### config.mk
export PLATFORM = sky130hd
export DESIGN_NAME = stim_pulse_gen
export DESIGN_NICKNAME = d
export VERILOG_FILES = /design/src/rtl/stim_pulse_gen.sv
export SDC_FILE = /design/constraint.sdc
export NUM_CORES = 1
export LEC_CHECK = 0
export ABC_AREA = 1
export BUFFER_PORTS_ARGS = -buffer_cell sky130_fd_sc_hd__buf_2
export CAP_MARGIN = 40
export CORE_MARGIN = 10
export CORE_UTILIZATION = 60
export DETAILED_ROUTE_END_ITERATION = 8
export PLACE_DENSITY = 0.82
export SYNTH_ARGS = -nofsm -noshare
export SYNTH_HDL_FRONTEND = slang
export SYNTH_SLANG_ARGS = --single-unit
### constraint.sdc
create_clock -name clk -period 3.65 [get_ports clk]
set_clock_uncertainty 0.15 [all_clocks]
set_input_delay 0.365 -clock clk [delete_from_list [all_inputs] [get_ports clk]]
set_output_delay 0.365 -clock clk [all_outputs]
set_load 0.05 [all_outputs]
### src/rtl/stim_pulse_gen.sv
// stim_pulse_gen
//   Converts the controller's stimulation request into a charge-balanced
//   biphasic pulse train for the stimulator front-end. Each train is followed
//   by a refractory lockout. Requests that rise while the block is busy are
//   dropped and counted.
//
// Ports
//   clk          system clock
//   rst          synchronous reset, active-high
//   enable       0 blocks new trains and stops a running one like abort
//   stim_req     stimulation request (level)
//   abort        stop the train once the current biphasic pulse completes
//   stim_ack     1-cycle strobe, request accepted
//   phase_pos    anodic phase drive
//   phase_neg    cathodic phase drive
//   busy         high in every state except IDLE
//   pulse_idx    index of the current pulse within the train
//   train_done   1-cycle strobe in the last NEG cycle of a completed train
//   dropped_cnt  saturating count of request rising edges seen while busy
module stim_pulse_gen #(
    parameter int PHASE_CYCLES   = 4,
    parameter int GAP_CYCLES     = 2,
    parameter int PERIOD_CYCLES  = 20,
    parameter int NUM_PULSES     = 3,
    parameter int REFRACT_CYCLES = 50,
    parameter int CNT_W          = 16
) (
    input  logic       clk,
    input  logic       rst,
    input  logic       enable,
    input  logic       stim_req,
    input  logic       abort,
    output logic       stim_ack,
    output logic       phase_pos,
    output logic       phase_neg,
    output logic       busy,
    output logic [7:0] pulse_idx,
    output logic       train_done,
    output logic [7:0] dropped_cnt
);

    localparam int INTER_CYCLES = PERIOD_CYCLES - 2*PHASE_CYCLES - GAP_CYCLES;
    localparam int MAX_A   = (PHASE_CYCLES > GAP_CYCLES) ? PHASE_CYCLES : GAP_CYCLES;
    localparam int MAX_B   = (INTER_CYCLES > REFRACT_CYCLES) ? INTER_CYCLES : REFRACT_CYCLES;
    localparam int MAX_CNT = (MAX_A > MAX_B) ? MAX_A : MAX_B;

    if (PHASE_CYCLES < 1 || GAP_CYCLES < 0 || INTER_CYCLES < 1 ||
        NUM_PULSES < 1 || NUM_PULSES > 256 || REFRACT_CYCLES < 1 ||
        longint'(MAX_CNT) > (longint'(1) << CNT_W)) begin : g_bad_params
        $error("stim_pulse_gen: illegal parameter combination");
    end

    typedef enum logic [2:0] {
        S_IDLE, S_POS, S_GAP, S_NEG, S_INTER, S_REFRACT
    } state_t;

    state_t           state_q, state_d;
    logic [CNT_W-1:0] cnt_q, cnt_d;
    logic [7:0]       idx_q, idx_d;
    logic             pend_q, pend_d;
    logic             req_q;

    logic stop;
    logic last;
    logic last_pulse;

    assign stop       = abort || !enable;
    assign last       = (cnt_q == '0);
    assign last_pulse = (idx_q == 8'(NUM_PULSES - 1));

    always_ff @(posedge clk) begin
        if (rst) begin
            state_q <= S_IDLE;
            cnt_q   <= '0;
            idx_q   <= '0;
            pend_q  <= 1'b0;
        end else begin
            state_q <= state_d;
            cnt_q   <= cnt_d;
            idx_q   <= idx_d;
            pend_q  <= pend_d;
        end
    end

    // cnt holds remaining cycles minus one in the current state; every
    // transition reloads it, so it never decrements past zero.
    always_comb begin
        state_d    = state_q;
        cnt_d      = last ? cnt_q : cnt_q - CNT_W'(1);
        idx_d      = idx_q;
        pend_d     = pend_q;
        stim_ack   = 1'b0;
        train_done = 1'b0;
        case (state_q)
            S_IDLE: begin
                pend_d = 1'b0;
                cnt_d  = '0;
                // The acknowledge is the only output decoded from the request
                // itself, so it lands in the cycle the request is taken.
                if (stim_req && enable && !abort && !rst) begin
                    stim_ack = 1'b1;
                    state_d  = S_POS;
                    cnt_d    = CNT_W'(PHASE_CYCLES - 1);
                    idx_d    = '0;
                end
            end
            S_POS: begin
                if (stop) pend_d = 1'b1;
                if (last) begin
                    if (GAP_CYCLES == 0) begin
                        state_d = S_NEG;
                        cnt_d   = CNT_W'(PHASE_CYCLES - 1);
                    end else begin
                        state_d = S_GAP;
                        cnt_d   = CNT_W'(GAP_CYCLES - 1);
                    end
                end
            end
            S_GAP: begin
                if (stop) pend_d = 1'b1;
                if (last) begin
                    state_d = S_NEG;
                    cnt_d   = CNT_W'(PHASE_CYCLES - 1);
                end
            end
            S_NEG: begin
                if (stop) pend_d = 1'b1;
                // train_done depends only on the latched stop, never on the
                // live abort/enable inputs.
                if (last && last_pulse && !pend_q) train_done = 1'b1;
                if (last) begin
                    if (last_pulse || pend_q || stop) begin
                        state_d = S_REFRACT;
                        cnt_d   = CNT_W'(REFRACT_CYCLES - 1);
                    end else begin
                        state_d = S_INTER;
                        cnt_d   = CNT_W'(INTER_CYCLES - 1);
                    end
                end
            end
            S_INTER: begin
                // Between pulses there is no charge to balance: stop at once.
                if (stop) begin
                    state_d = S_REFRACT;
                    cnt_d   = CNT_W'(REFRACT_CYCLES - 1);
                end else if (last) begin
                    state_d = S_POS;
                    cnt_d   = CNT_W'(PHASE_CYCLES - 1);
                    idx_d   = idx_q + 8'd1;
                end
            end
            S_REFRACT: begin
                pend_d = 1'b0;
                if (last) begin
                    state_d = S_IDLE;
                    cnt_d   = '0;
                end
            end
            default: begin
                state_d = S_IDLE;
                cnt_d   = '0;
            end
        endcase
    end

    assign phase_pos = (state_q == S_POS);
    assign phase_neg = (state_q == S_NEG);
    assign busy      = (state_q != S_IDLE);
    assign pulse_idx = idx_q;

    // A request level held across a train has no rising edge, so it is not
    // counted; it is simply re-accepted once the block is back in IDLE.
    always_ff @(posedge clk) begin
        if (rst) begin
            req_q       <= 1'b0;
            dropped_cnt <= '0;
        end else begin
            req_q <= stim_req;
            if (busy && stim_req && !req_q && dropped_cnt != 8'hFF)
                dropped_cnt <= dropped_cnt + 8'd1;
        end
    end

    a_no_overlap: assert property (@(posedge clk) !(phase_pos && phase_neg));

endmodule

==> flow_metrics.env, run 1 <==
export IMPL_outcome="completed"
export IMPL_yosys_area_top_type_share_pct=32.94
export IMPL_cp_max_fo=7
export IMPL_slew_headroom_pct=72.05
export IMPL_yosysTopAreaCell="dfxtp_1"
export IMPL_worstPathArrival_ns=1.79
export IMPL_ir_drop_mv=0.3239
export IMPL_fp_row_count=22
export IMPL_synth_nets=349
export IMPL_insertion_delay_ns=0.29
export IMPL_syn_inst=339
export IMPL_numCtsBuffers=5
export IMPL_num_vias=2104
export IMPL_worstPathRequired_ns=3.13
export IMPL_cp_buffers_inverters=3
export IMPL_die_w_um=81.22
export IMPL_critical_path_class="flop to primary output"
export IMPL_met3WireLength_um=185
export IMPL_synth_warning_count=0
export IMPL_crit_slowest_cell="dfxtp_1"
export IMPL_cts_sinks=37
export IMPL_fmax_mhz=433.5
export IMPL_netlist_area_sq_um=2248
export IMPL_place_congestion=0.8917
export IMPL_cts_root_buf="clkbuf_8"
export IMPL_core_region_area_sq_um=3633
export IMPL_grt_usage_pct=16.47
export IMPL_cts_tree="yes"
export IMPL_setup_ws_ns=1.343
export IMPL_die_height_um=81.22
export IMPL_wl_met1_mm=2.199
export IMPL_routed_wl_met2_mm=2.436
export IMPL_final_antenna_net_count=0
export IMPL_port_buffers=25
export IMPL_nNetsFinal=378
export IMPL_cap_violations=0
export IMPL_hpwl_mm=3.731
export IMPL_grt_max_degree=18
export IMPL_hold_violations=0
export IMPL_critPathLaunch="state_q[2]$_SDFFE_PP0P_"
export IMPL_initial_utilization_pct=61.88
export IMPL_maxSlewViolCount=0
export IMPL_firstDrtPassIters=4
export IMPL_place_ws_ns=1.703
export IMPL_dieArea_sq_um=6596
export IMPL_area_growth_pct=12.41
export IMPL_antenna_found_initial=0
export IMPL_htreeDepth=2
export IMPL_grt_pass1_vias=2035
export IMPL_antenna_cells=0
export IMPL_cts_setup_buffers=0
export IMPL_drt_total_wl_mm=4.920
export IMPL_ioPinCount=26
export IMPL_worstHoldPathType="input port to flop"
export IMPL_yosysMostFrequentCell="nand2_1"
export IMPL_powerDensity_nw_per_um2=745.7
export IMPL_critPathMaxStageDelay_ns=0.38
export IMPL_r2r_start="dropped_cnt[0]$_SDFFE_PP0P_"
export IMPL_grt_pass1_wl_mm=8.804
export IMPL_top_layer="met4"
export IMPL_worst_slew_pin_slew_ns=0.4177
export IMPL_clock_path_buffers=2
export IMPL_final_cells=417
export IMPL_synth_seq_area_share_pct=32.94
export IMPL_ys_types=31
export IMPL_drt_iter0_markers=129
export IMPL_hold_buffers=0
export IMPL_dp_cells=409
export IMPL_worstHoldStart="stim_req"
export IMPL_avgSynthCellArea_sq_um=6.632
export IMPL_fin_crit_sh_pct=63.20
export IMPL_viasPerCell=5.046
export IMPL_end_kind="primary output"
export IMPL_rsz0062_at_grt="no"
export IMPL_synth_edff_count=0
export IMPL_grt_ovfl_total=0
export IMPL_p_total_mw=1.885
export IMPL_synth_ff_type="dfxtp_1"
export IMPL_finalSetupViolCount=0
export IMPL_synth_seq_cells=37
export IMPL_fin_crit_ns=2.307
export IMPL_path_cells="inv_2, nand2_1, nor2_1, inv_1, nor4_1, buf_2"
export IMPL_crit_family="buffers and inverters"
export IMPL_worstSetupStartpointType="flop"
export IMPL_cellLeakagePower_nw=1.266
export IMPL_path_clk_slew_ns=0.07
export IMPL_drive_gt1_share_pct=17.07
export IMPL_async_reset_ff_share_pct=0
export IMPL_drc=0
export IMPL_yosys_top_cells_area="dfxtp_1 (33%), nand2_1 (16%), nor2_1 (10%)"
export IMPL_wl_per_cell_um=11.80
export IMPL_cts_resized=0
export IMPL_yosys_top_cells_count="nand2_1 (93), nor2_1 (62), inv_1 (38)"
export IMPL_setup_tns_ns=0
## metrics by stage
| stage | hold WS, ns | util, % | instance area, sq um |
|---|---|---|---|
| floorplan | 0.3051 | - | 2248 |
| CTS | 0.2097 | 69.56 | 2527 |
| global placement | 0.3237 | 66.36 | 2411 |
| global route | 0.2391 | 69.56 | 2527 |
| detailed placement | 0.3321 | 66.36 | 2411 |
| finish | 0.2112 | 69.56 | 2527 |
## sequential cells by signal (all words and copies together), names as in the netlist
signal and flops:
pulse_idx 8, cnt_q 16, pend_q 1, state_q 3, req_q 1, dropped_cnt 8
## cell type report
cell class,instances,area (sq um)
fillers,349,1106
well taps,48,60.06
clock inverters,1,30.03
flip-flops and latches,37,740.7
clock buffers,7,86.33
multi-input cells,255,1315
repair buffers,25,125.1
inverters,44,170.2
## layout by cell type (no fill, tap or decap), types with 2 or more instances in the layout
cell       n
ha_1       5
inv_1     38
nand2_2    2
dfxtp_1   37
buf_2     25
nor3b_2    2
a21oi_2    3
nor2_1    62
nand4_1    5
inv_2      5
nand3_2    3
nand2_4    5
nor2_2     6
nand3_1   17
xnor2_1    9
nor3_1     8
a21oi_1   13
nand2_1   93
clkbuf_8   6
xor2_1     7
o21ai_0    7
## worst min-delay path, stage by stage
cell and delay, ns:
buf_2 0.10, inv_1 0.08, nor2_2 0.06
## logic make-up after synthesis
group	share of synthesized area, %
simple gates	42.90
buf+inv	8.570
flops	32.94
compound gates	6.567
xor+xnor	6.233
fa+ha+maj	2.782
## path summary, 6_finish.rpt
path,to,slack [ns],cells past startpoint
setup / recovery,train_done,1.34,6
hold / removal,req_q$_SDFF_PP0_,0.21,3
setup reg to reg,dropped_cnt[7]$_SDFFE_PP0P_,1.90,8
hold reg to reg,cnt_q[7]$_SDFF_PP0_,0.34,2
## power by group
group | leakage, nW | internal [mW] | switching (mW) | total, mW
Combinational | 0.907 | 0.330 | 0.651 | 0.981
Sequential | 0.301 | 0.472 | 0.0606 | 0.533
Clock | 0.0585 | 0.223 | 0.148 | 0.371
## per-layer routing
metal  GRT usage (%)  up-vias
met5               0        -
met4           6.055        0
met3           4.415       12
met2           28.82       46
met1           18.76      932
li1                -     1114
Power figures use the tool's default switching activity.
==> run 2: changes to the inputs <==
- ABC_AREA: 1 -> 0
- CORE_UTILIZATION: 60 -> 57
- PLACE_DENSITY: 0.82 -> 0.79
- clock period: 3.65 -> 2.25 ns (I/O delays scaled with it)
==> flow_metrics.env, run 2 <==
export IMPL_yosysTopAreaCell="dfxtp_1"
export IMPL_yosysMostFrequentCell="dfxtp_1"
export IMPL_async_reset_ff_share_pct=0
export IMPL_drive_gt1_share_pct=24.45
export IMPL_fp_row_count=21
export IMPL_area_growth_pct=22.09
export IMPL_critPathMaxStageDelay_ns=0.35
export IMPL_htreeDepth=2
export IMPL_synth_seq_cells=37
export IMPL_cts_root_buf="clkbuf_4"
export IMPL_insertion_delay_ns=0.35
export IMPL_nFillCells=289
export IMPL_final_common_cell="dfxtp_1"
export IMPL_largest_register_ffs=16
export IMPL_synth_ff_type="dfxtp_1"
export IMPL_final_cells=320
export IMPL_cp_max_fo=3
export IMPL_ir_drop_mv=0.9385
export IMPL_hold_violations=0
export IMPL_top_register="cnt_q"
export IMPL_gr_usage_met2_pct=25.33
export IMPL_outcome="completed"
export IMPL_viasPerCell=5.628
export IMPL_core_region_area_sq_um=3311
export IMPL_avgSynthCellArea_sq_um=8.470
export IMPL_grt_max_degree=21
export IMPL_setup_tns_ns=0
export IMPL_busiest_layer="met2"
export IMPL_met1_usage_pct=18.29
export IMPL_dp_cells=305
export IMPL_firstDrtPassIters=4
export IMPL_cts_tree="yes"
export IMPL_yosys_area_top_type_share_pct=38.02
export IMPL_grt_usage_pct=15.37
export IMPL_worstPathArrival_ns=1.86
export IMPL_crit_slowest_cell="dfxtp_2"
export IMPL_netlist_area_sq_um=1948
export IMPL_wl_per_cell_um=14.22
export IMPL_cts_sinks=37
export IMPL_fin_crit_ns=2.239
export IMPL_met3_usage_pct=5.353
export IMPL_final_antenna_net_count=0
export IMPL_worstPathRequired_ns=1.88
export IMPL_drt_total_wl_mm=4.550
export IMPL_final_cell_mix="dfxtp_1 (33), nor2_1 (31), buf_2 (24), buf_4 (18), xor2_1 (17)"
export IMPL_grt_ovfl_total=0
export IMPL_clock_path_buffers=2
export IMPL_cap_violations=0
export IMPL_whs_ns=0.1081
export IMPL_maxSlewViolCount=0
export IMPL_slew_headroom_pct=64.60
export IMPL_worstHoldPathType="input port to flop"
export IMPL_antenna_cells=0
export IMPL_rsz0062_at_grt="yes"
export IMPL_initial_utilization_pct=58.84
export IMPL_powerDensity_nw_per_um2=1717
export IMPL_synth_edff_count=0
export IMPL_path_clk_slew_ns=0.10
export IMPL_die_w_um=78.46
export IMPL_worst_slew_pin_slew_ns=0.5299
export IMPL_fmax_mhz=446.6
export IMPL_critical_path_class="flop to primary output"
export IMPL_path_cells="inv_2, ha_1, nor3b_4, nand4_1, or2_4, nor3_4, buf_6"
export IMPL_end_kind="primary output"
export IMPL_grt_pass1_wl_mm=7.817
export IMPL_synth_seq_area_share_pct=38.02
export IMPL_numCtsBuffers=5
export IMPL_finalSetupViolCount=0
export IMPL_die_height_um=78.46
export IMPL_fin_crit_sh_pct=99.53
export IMPL_nNetsFinal=283
export IMPL_cellLeakagePower_nw=1.059
export IMPL_ioPinCount=26
export IMPL_synth_warning_count=0
export IMPL_yosys_top_cells_count="dfxtp_1 (37), nor2_1 (31), nand2_1 (17), xor2_1 (17), a21oi_1 (13)"
export IMPL_port_buffers=25
export IMPL_dieArea_sq_um=6156
export IMPL_yosys_top_cells_area="dfxtp_1 (38%), xor2_1 (7.6%), nor2_1 (6.0%)"
export IMPL_place_congestion=0.8612
export IMPL_num_vias=1801
export IMPL_hpwl_mm=3.315
export IMPL_drt_iter0_markers=95
export IMPL_synth_nets=240
export IMPL_antenna_found_initial=0
export IMPL_drc=0
export IMPL_ys_types=45
export IMPL_worstSetupStartpointType="flop"
export IMPL_final_util_pct=71.84
export IMPL_grt_pass1_vias=1683
export IMPL_syn_inst=230
run 2: cell count changes after synthesis, moves of 4 or more:
cell / change
nor2_1: -31
nand2_4: -5
nor2_2: -6
nand3_1: -5
inv_2: -5
or3_1: +4
clkbuf_1: +5
xor2_1: +10
nand2_1: -76
nand2b_1: +4
inv_1: -30
run 2: layer usage:
layer | share of wire [%] | up-vias
li1 | - | 904
met1 | 45 | 848
met2 | 49 | 42
met3 | 4.9 | 7
met4 | 1.1 | 0
met5 | 0 | -
run 2: report_power, final:
| part | internal, mW | leakage [nW] | switching (mW) | total [mW] |
|---|---|---|---|---|
| Sequential | 0.797 | 0.301 | 0.201 | 0.998 |
| Clock | 0.265 | 0.0455 | 0.216 | 0.481 |
| Combinational | 1.22 | 0.713 | 1.38 | 2.60 |
run 2: repair_timing:
| item | 4_1_cts | 5_1_grt |
|---|---|---|
| buffers inserted | 4 | 2 |
| gates resized for setup | 11 | 3 |
| hold endpoints to repair | 1 | 0 |
| setup endpoints to repair | 1 | 2 |
| hold buffers | 1 | 0 |
| pin swaps | 4 | 2 |
run 2: cell families after synthesis:
logic type	Yosys count	synth area share [%]
xor gates and xnor gates	24	10.79
adders and majority gates	5	3.211
muxes	1	0.5138
AOI/OAI and AO/OA	39	13.49
DFF	37	38.02
and+or+nand+nor	108	30.44
buffers and inverters	16	3.532
run 2: final timing paths:
check	start	end	slack, ns	depth (start not counted)
worst max-delay path	cnt_q[0]$_SDFF_PP0_	train_done	0.01	7
worst min-delay path	rst	cnt_q[1]$_SDFF_PP0_	0.11	4
worst max register to register	cnt_q[13]$_SDFF_PP0_	pulse_idx[7]$_SDFFE_PP0P_	0.09	7
worst min register to register	pulse_idx[7]$_SDFFE_PP0P_	pulse_idx[7]$_SDFFE_PP0P_	0.38	2
run 2: cell type report:
| type | count | area, sq um | area share [%] |
|---|---|---|---|
| clock inverters | 1 | 30.03 | 1.262 |
| clock buffers | 7 | 55.05 | 2.315 |
| flip-flops and latches | 37 | 748.2 | 31.46 |
| well taps | 46 | 57.56 | 2.420 |
| multi-input cells | 177 | 1181 | 49.66 |
| inverters | 8 | 30.03 | 1.262 |
| repair buffers | 44 | 276.5 | 11.63 |
run 2: worst max-delay path, delay by kind of cell (launching register included):
kind | cells | cell delay, ns
and+or+nand+nor | 4 | 0.79
adders and majority gates | 1 | 0.14
DFF | 1 | 0.35
buffers and inverters | 2 | 0.25
run 2: stage by stage:
step	setup slack, ns	area, sq um	power (mW)
after floorplan	0.06307	1959	2.759
after global placement	0.1418	2193	3.293
after detailed placement	0.09313	2193	3.323
after CTS	-0.02425	2359	4.027
after global routing	-0.1383	2379	4.435
final	0.01061	2379	4.083
